--- src/rtl/mem_bus_arbiter.sv ---
// Two-master round-robin arbiter sharing one valid/ready memory slave bus.
// Optional MEM_ARB_TIMEOUT_EN terminates transfers that never see s_ready.
//
// state | meaning
// IDLE  | no grant active; arbitrate pending requests
// BUSY  | slave bus driven by the granted master until completion
module mem_bus_arbiter #(
   parameter int unsigned TIMEOUT_CYCLES = 256,
   parameter logic [31:0] ERR_RDATA      = 32'hFFFF_FFFF
) (
   input  logic        clk,
   input  logic        resetn,
   input  logic        m0_valid,
   input  logic        m0_instr,
   input  logic [31:0] m0_addr,
   input  logic [31:0] m0_wdata,
   input  logic [3:0]  m0_wstrb,
   output logic        m0_ready,
   output logic [31:0] m0_rdata,
   input  logic        m1_valid,
   input  logic        m1_instr,
   input  logic [31:0] m1_addr,
   input  logic [31:0] m1_wdata,
   input  logic [3:0]  m1_wstrb,
   output logic        m1_ready,
   output logic [31:0] m1_rdata,
   output logic        s_valid,
   output logic        s_instr,
   output logic [31:0] s_addr,
   output logic [31:0] s_wdata,
   output logic [3:0]  s_wstrb,
   input  logic        s_ready,
   input  logic [31:0] s_rdata,
   output logic        owner,
   output logic        bus_err,
   output logic [31:0] bus_err_addr
);

   typedef enum logic {IDLE = 1'b0, BUSY = 1'b1} state_t;

   state_t state_q, state_d;
   logic   owner_q, owner_d;
   logic   last_q, last_d;
   logic   own_valid;
   logic   done;
   logic   timeout;

   assign own_valid = owner_q ? m1_valid : m0_valid;
   assign s_instr   = owner_q ? m1_instr : m0_instr;
   assign s_addr    = owner_q ? m1_addr  : m0_addr;
   assign s_wdata   = owner_q ? m1_wdata : m0_wdata;
   assign s_wstrb   = owner_q ? m1_wstrb : m0_wstrb;
   assign owner     = owner_q;

   assign m0_ready = done & ~owner_q;
   assign m1_ready = done &  owner_q;
   assign m0_rdata = timeout ? ERR_RDATA : s_rdata;
   assign m1_rdata = timeout ? ERR_RDATA : s_rdata;
   assign bus_err  = timeout;

`ifdef MEM_ARB_TIMEOUT_EN
   localparam int unsigned CW = $clog2(TIMEOUT_CYCLES);

   logic [CW-1:0] cnt_q, cnt_d;
   logic [31:0]   err_addr_q, err_addr_d;

   // s_ready deliberately gates the timeout so a late ready still completes normally
   assign timeout = (state_q == BUSY) & own_valid & ~s_ready &
                    (cnt_q == CW'(TIMEOUT_CYCLES - 1));
   assign bus_err_addr = err_addr_q;

   always_comb begin
      cnt_d      = cnt_q;
      err_addr_d = err_addr_q;
      if (state_q == IDLE) begin
         cnt_d = '0;
      end else if (!s_ready) begin
         cnt_d = cnt_q + 1'b1;
      end
      if (timeout) begin
         err_addr_d = s_addr;
      end
   end

   always_ff @(posedge clk or negedge resetn) begin
      if (!resetn) begin
         cnt_q      <= '0;
         err_addr_q <= '0;
      end else begin
         cnt_q      <= cnt_d;
         err_addr_q <= err_addr_d;
      end
   end
`else
   logic [31:0] unused_timeout_cfg;

   assign unused_timeout_cfg = 32'(TIMEOUT_CYCLES);
   assign timeout            = 1'b0;
   assign bus_err_addr       = '0;
`endif

   always_comb begin
      state_d = state_q;
      owner_d = owner_q;
      last_d  = last_q;
      s_valid = 1'b0;
      done    = 1'b0;
      case (state_q)
         IDLE: begin
            if (m0_valid | m1_valid) begin
               state_d = BUSY;
               if (m0_valid & m1_valid) begin
                  owner_d = ~last_q;
               end else begin
                  owner_d = m1_valid;
               end
            end
         end
         BUSY: begin
            s_valid = own_valid & ~timeout;
            // a master withdrawing its request just releases the bus silently
            if (!own_valid) begin
               state_d = IDLE;
            end else if (s_ready | timeout) begin
               done    = 1'b1;
               last_d  = owner_q;
               state_d = IDLE;
            end
         end
         default: state_d = IDLE;
      endcase
   end

   always_ff @(posedge clk or negedge resetn) begin
      if (!resetn) begin
         state_q <= IDLE;
         owner_q <= 1'b0;
         last_q  <= 1'b1;
      end else begin
         state_q <= state_d;
         owner_q <= owner_d;
         last_q  <= last_d;
      end
   end

endmodule

--- config.mk ---
export PLATFORM = sky130hd
export DESIGN_NAME = mem_bus_arbiter
export DESIGN_NICKNAME = d
export VERILOG_FILES = /design/src/rtl/mem_bus_arbiter.sv
export SDC_FILE = /design/constraint.sdc
export NUM_CORES = 1
export LEC_CHECK = 0
export BUFFER_PORTS_ARGS = -buffer_cell sky130_fd_sc_hd__buf_2
export CAP_MARGIN = 20
export CORE_AREA = 2 2 134 136
export CTS_BUF_LIST = sky130_fd_sc_hd__clkbuf_8
export DETAILED_ROUTE_END_ITERATION = 10
export DIE_AREA = 0 0 136 138
export GPL_TIMING_DRIVEN = 0
export MAX_ROUTING_LAYER = met4
export PLACE_DENSITY = 0.42
export SLEW_MARGIN = 20
export SYNTH_ARGS = -nofsm -noshare
export SYNTH_HDL_FRONTEND = slang
export SYNTH_SLANG_ARGS = --single-unit
--- constraint.sdc ---
create_clock -name clk -period 1.8 [get_ports clk]
set_input_delay 0.09 -clock clk [delete_from_list [all_inputs] [get_ports clk]]
set_output_delay 0.09 -clock clk [all_outputs]
set_load 0.01 [all_outputs]
======== Word level (Yosys, flattened, before mapping) ========
Cells that the tools add are included.
storage, ports and cells
  flip-flop bits (word level) ............. 3
  bits in latches ......................... 0
  RAM bits ................................ 0
  ROM bits ................................ 0
  bits of input ports ..................... 175
  output and inout port bits .............. 170
  word-level logic and storage cells ...... 26
  memories kept ........................... 0
cells by class
  add/sub/neg operators ................... 0
  multipliers ............................. 0
  divide/modulo/power cells ............... 0
  order comparisons ....................... 0
  equality and inequality tests ........... 0
  shift-type cells ........................ 0
  mux-type cells .......................... 14
  bitwise operators ....................... 7
  reduce and logical (&&, ||, !) cells .... 2
operators by type and width
  cell                                   number
  32-bit two-way mux                     2
  1-bit two-way mux                      10
  4-bit two-way mux                      1
  1-bit bitwise AND                      3
  1-bit inverter                         3
  3-bit AND reduction                    1
  1-bit one-hot mux with 2 select lines  1
  2-bit AND reduction                    1
  1-bit OR                               1

======== Depth between registers and ports, before layout ========
  depth in word-level cells ............... 4
  mapped depth ............................ 4

======== Worst setup path before layout ========
OpenSTA, ideal clock, no wires.
  path type ............................... register to output
  start ................................... reg owner_q, in the netlist owner
  end ..................................... out s_addr[10]
  arrival ................................. 1.061 ns
  data required time ...................... 1.710 ns
  slack ................................... 0.649 ns
  stages on the path, launching flop included .. 4
  buffers on the path ..................... 2
  path through ............................ dfrtp_1 > buf_6 > buf_6 > mux2_2
between the ends
  cells in the longest elaborated chain, start to end .. 1
RTL lines
  item                    RTL line  RTL
  start, declared         42        logic owner_q, owner_d;
  start signal, assigned  141       owner_q <= owner_d;
  32-bit two-way mux      50        assign s_addr = owner_q ? m1_addr : m0_addr;
  end, declared           29        output logic [31:0] s_addr,
No other way between the ends.

======== Worst setup path after layout ========
  start ................................... reg owner_q, in the netlist owner
  end ..................................... out s_addr[28]
The elaborated chain is that of the path after synthesis.

==> flow_results.xml <==
<?xml version="1.0" encoding="UTF-8"?>
<metrics>
  <group name="sta">
    <metric name="setup_total_negative_slack" unit="ps">0</metric>
    <metric name="setup-violations-final" unit="">0</metric>
    <metric name="grt_setup_unrepaired" unit="">no</metric>
    <metric name="clock_skew" unit="ps">2.80</metric>
    <metric name="fmax" unit="MHz">657</metric>
    <metric name="timing.final.crit_period" unit="ps">1520</metric>
    <metric name="slew_violations" unit="">0</metric>
    <metric name="report.final.hold_viol_count" unit="">0</metric>
    <metric name="setup_slack" unit="ps">279</metric>
    <metric name="final_min_period_over_clock_period" unit="">0.845</metric>
  </group>
  <group name="floorplanning">
    <metric name="initial_utilization" unit="">0.100</metric>
    <metric name="num_rows" unit="">49</metric>
    <metric name="io_pins" unit="">345</metric>
    <metric name="placeableCoreArea" unit="um2">17500</metric>
    <metric name="floorplan.die.height" unit="um">138</metric>
    <metric name="die_width" unit="um">136</metric>
    <metric name="design.die.area" unit="um2">18800</metric>
  </group>
  <group name="hold_path">
    <metric name="holdCritPathClass" unit="">in -&gt; reg</metric>
  </group>
  <group name="global_routing">
    <metric name="grt_start_max_net_pins" unit="">11</metric>
    <metric name="gr-usage-met2" unit="">0.126</metric>
    <metric name="globalRouteMet3Util" unit="">0.0117</metric>
    <metric name="grt_pass1_vias" unit="">1974</metric>
    <metric name="use_met1" unit="">0.0626</metric>
    <metric name="wire_length_of_the_first_global_routing_pass" unit="um">9330</metric>
    <metric name="global_route.peak_usage_layer" unit="">met2</metric>
    <metric name="initial_antenna_violation_count" unit="">0</metric>
    <metric name="grtUsageTotal" unit="">0.0642</metric>
    <metric name="globalRoute.totalOverflow" unit="">0</metric>
  </group>
  <group name="synth">
    <metric name="synth_common_cells" unit="">sky130_fd_sc_hd__buf_4, sky130_fd_sc_hd__mux2_2, sky130_fd_sc_hd__buf_6</metric>
    <metric name="number_of_enable_type_register_cells_in_the_synthesized_netlist" unit="">0</metric>
    <metric name="yosys_synthesis_warning_count" unit="">0</metric>
    <metric name="synth-seq-area-share" unit="">0.0435</metric>
    <metric name="post-synth-top-area-fraction" unit="">0.443</metric>
    <metric name="mappedNetlistArea" unit="um2">1760</metric>
    <metric name="postSynthCellCount" unit="">191</metric>
    <metric name="synth_largest_area_cell" unit="">sky130_fd_sc_hd__mux2_2</metric>
    <metric name="synth_area_leaders" unit="">sky130_fd_sc_hd__mux2_2, sky130_fd_sc_hd__buf_4, sky130_fd_sc_hd__buf_6, sky130_fd_sc_hd__dfrtp_1, sky130_fd_sc_hd__dfstp_2</metric>
    <metric name="async_reset_ff_frac" unit="">1.00</metric>
    <metric name="ys_seq_elements" unit="">3</metric>
    <metric name="dominantRegCellSynth" unit="">sky130_fd_sc_hd__dfrtp_1</metric>
    <metric name="netlist-cell-type-count" unit="">18</metric>
    <metric name="most_frequent_cell_after_synthesis" unit="">sky130_fd_sc_hd__buf_4</metric>
    <metric name="synth.avg_cell_area" unit="um2">9.19</metric>
  </group>
  <group name="layout">
    <metric name="area_added_between_synthesis_and_finish" unit="%">106</metric>
    <metric name="layout.filler_cells" unit="">1973</metric>
    <metric name="drive_gt1_frac" unit="">0.903</metric>
    <metric name="antenna_cells" unit="">0</metric>
    <metric name="post_layout_nonfiller_instances" unit="">736</metric>
    <metric name="stdcell_area" unit="um2">3610</metric>
    <metric name="final_nets" unit="">683</metric>
  </group>
  <group name="critical_path">
    <metric name="crit_path_top_delay_cell" unit="">sky130_fd_sc_hd__dfrtp_1</metric>
    <metric name="critical_path_cell_by_cell" unit="">buf_6 -&gt; buf_6 -&gt; mux2_2 -&gt; buf_2</metric>
    <metric name="timing.critical_path.slowest_cell_delay" unit="ps">360</metric>
    <metric name="criticalPathCategory" unit="">reg -&gt; out</metric>
    <metric name="worst-endpoint-required" unit="ps">1710</metric>
    <metric name="critical_path.n_buffers_inverters" unit="">3</metric>
    <metric name="critical_path_arrival" unit="ps">1430</metric>
    <metric name="worst_path_top_cell_family_by_delay" unit="">buffers and inverters</metric>
    <metric name="setup.worst_path.start_class" unit="">register</metric>
    <metric name="worstPathMaxFanout" unit="">10</metric>
    <metric name="setup.worst_path.end_class" unit="">primary output</metric>
    <metric name="critical_path.most_common_cell" unit="">sky130_fd_sc_hd__buf_6</metric>
  </group>
  <group name="clocking">
    <metric name="cts-root-to-sink-buffers" unit="">2</metric>
    <metric name="root_buffer" unit="">sky130_fd_sc_hd__clkbuf_8</metric>
    <metric name="cts_made_buffers" unit="">3</metric>
    <metric name="clk_transition_reported_paths" unit="ps">30</metric>
    <metric name="cts-htree-levels" unit="">1</metric>
    <metric name="numClockSinks" unit="">3</metric>
    <metric name="insertion_delay_of_the_later_clocked_pin_in_the_worst_skew_pair" unit="ps">220</metric>
    <metric name="tritoncts" unit="">built</metric>
  </group>
  <group name="place">
    <metric name="dp_hpwl" unit="um">6260</metric>
    <metric name="placed_area" unit="um2">3560</metric>
    <metric name="buffer_ports.inserted" unit="">279</metric>
    <metric name="gp_congestion" unit="">0.709</metric>
    <metric name="dpl_worst_slack" unit="ps">465</metric>
    <metric name="dp.cells" unit="">731</metric>
  </group>
  <group name="job">
    <metric name="maxCapViolCount" unit="">0</metric>
  </group>
  <group name="route">
    <metric name="detail_route.first_pass.iterations" unit="">4</metric>
    <metric name="per_cell_via_count_in_the_routed_design" unit="">3.07</metric>
    <metric name="drt_wl_total" unit="um">6810</metric>
    <metric name="vias" unit="">2259</metric>
    <metric name="drc_errors" unit="">0</metric>
    <metric name="final_antenna_net_count" unit="">0</metric>
    <metric name="drt_iter0_markers" unit="">20</metric>
    <metric name="wl_per_cell" unit="um">9.25</metric>
  </group>
  <group name="pwr">
    <metric name="report.power.total" unit="mW">2.52</metric>
    <metric name="p_sw_frac" unit="">0.410</metric>
    <metric name="clockPowerShare" unit="">0.075</metric>
    <metric name="p_switching" unit="mW">1.03</metric>
    <metric name="power_report.internal_total" unit="mW">1.49</metric>
    <metric name="vdd_drop_max" unit="mV">0.371</metric>
    <metric name="pwrdens" unit="nW/um2">698</metric>
    <metric name="comb_power_share" unit="">0.877</metric>
    <metric name="power_frac_seq" unit="">0.048</metric>
    <metric name="power.static_leakage" unit="nW">2.12</metric>
  </group>
  <group name="run_status">
    <metric name="outcome" unit="">completed</metric>
  </group>
</metrics>
==> path summary, 6_finish.rpt <==
kind                                    start                 end  slack (ps)  cells past startpoint
max in group asynchronous              resetn  last_q$_DFFE_PN1P_        1400                      2
max                         owner$_DFFE_PN0P_          s_addr[28]         280                      4
min                                   s_ready   state_q$_DFF_PN0_         100                      2
max reg2reg                 owner$_DFFE_PN0P_   owner$_DFFE_PN0P_         750                      3
min reg2reg                last_q$_DFFE_PN1P_  last_q$_DFFE_PN1P_         530                      2
min in group asynchronous              resetn   state_q$_DFF_PN0_         200                      2
==> through the flow <==
stage                     hold slack (ps)   util
after global placement               -111  0.203
after floorplan                      -206      -
after detailed placement             -107  0.203
after CTS                            88.2  0.206
final                                97.1  0.206
after global routing                 96.2  0.206
==> layer usage <==
layer,up-vias,share of wire
met1,922,0.34
met3,4,0.13
met5,-,0
met4,0,0.010
li1,1146,-
met2,187,0.52
==> cells in the final DEF (no fill, tap or decap) <==
cell / n
sky130_fd_sc_hd__and4_1: 1
sky130_fd_sc_hd__mux2_2: 69
sky130_fd_sc_hd__dfrtp_1: 2
sky130_fd_sc_hd__o22ai_1: 1
sky130_fd_sc_hd__dfstp_2: 1
sky130_fd_sc_hd__nand2b_1: 1
sky130_fd_sc_hd__buf_6: 7
sky130_fd_sc_hd__buf_4: 97
sky130_fd_sc_hd__inv_1: 2
sky130_fd_sc_hd__nor2_1: 3
sky130_fd_sc_hd__clkbuf_8: 3
sky130_fd_sc_hd__conb_1: 33
sky130_fd_sc_hd__mux2i_1: 1
sky130_fd_sc_hd__nand2_1: 1
sky130_fd_sc_hd__nor3_2: 1
sky130_fd_sc_hd__dlygate4sd3_1: 1
sky130_fd_sc_hd__a31oi_1: 1
sky130_fd_sc_hd__buf_2: 280
sky130_fd_sc_hd__and4b_1: 1
sky130_fd_sc_hd__a32o_1: 1
==> state kept, by name, summed over array words and instances, names as in the netlist <==
name and count:
owner 1, state_q 1, last_q 1
==> cell families after synthesis <==
group	share of synthesized area
AO/OA/AOI/OAI	0.0128
multiplexers	0.448
other	0.00214
buffers and inverters	0.465
flip-flops	0.0435
AND/OR/NAND/NOR	0.0285
==> worst reg2reg max path, stage by stage, from the launching register on <==
cell,delay [ps]
sky130_fd_sc_hd__dfrtp_1,380
sky130_fd_sc_hd__buf_6,170
sky130_fd_sc_hd__buf_6,160
sky130_fd_sc_hd__a32o_1,220
==> power by group through the flow <==
stage | combinational [mW] | sequential, mW | clock [mW]
after floorplan | 1.48 | 0.123 | 0
after global placement | 2.27 | 0.123 | 0
after detailed placement | 2.24 | 0.121 | 0
after CTS | 2.26 | 0.120 | 0.196
after global routing | 2.40 | 0.126 | 0.204
final | 2.21 | 0.120 | 0.190
==> final cells by class <==
cell class,instances,area (um2),area share
multi-input combinational,114,983,0.272
clock buffer,3,41.3,0.0114
timing repair buffer,280,1410,0.389
inverter,1,3.75,0.00104
sequential,3,76.3,0.0211
buffer,105,812,0.225
tap,229,287,0.0793
clock inverter,1,3.75,0.00104
==> timing repair <==
| item | CTS | global route |
|---|---|---|
| hold buffers | 1 | 0 |
| setup endpoints to repair | 0 | 0 |
| buffers inserted | 0 | 0 |
| hold endpoints to repair | 3 | 0 |
| gates resized for setup | 0 | 0 |
No activity file was read; power rests on OpenSTA's default activity.
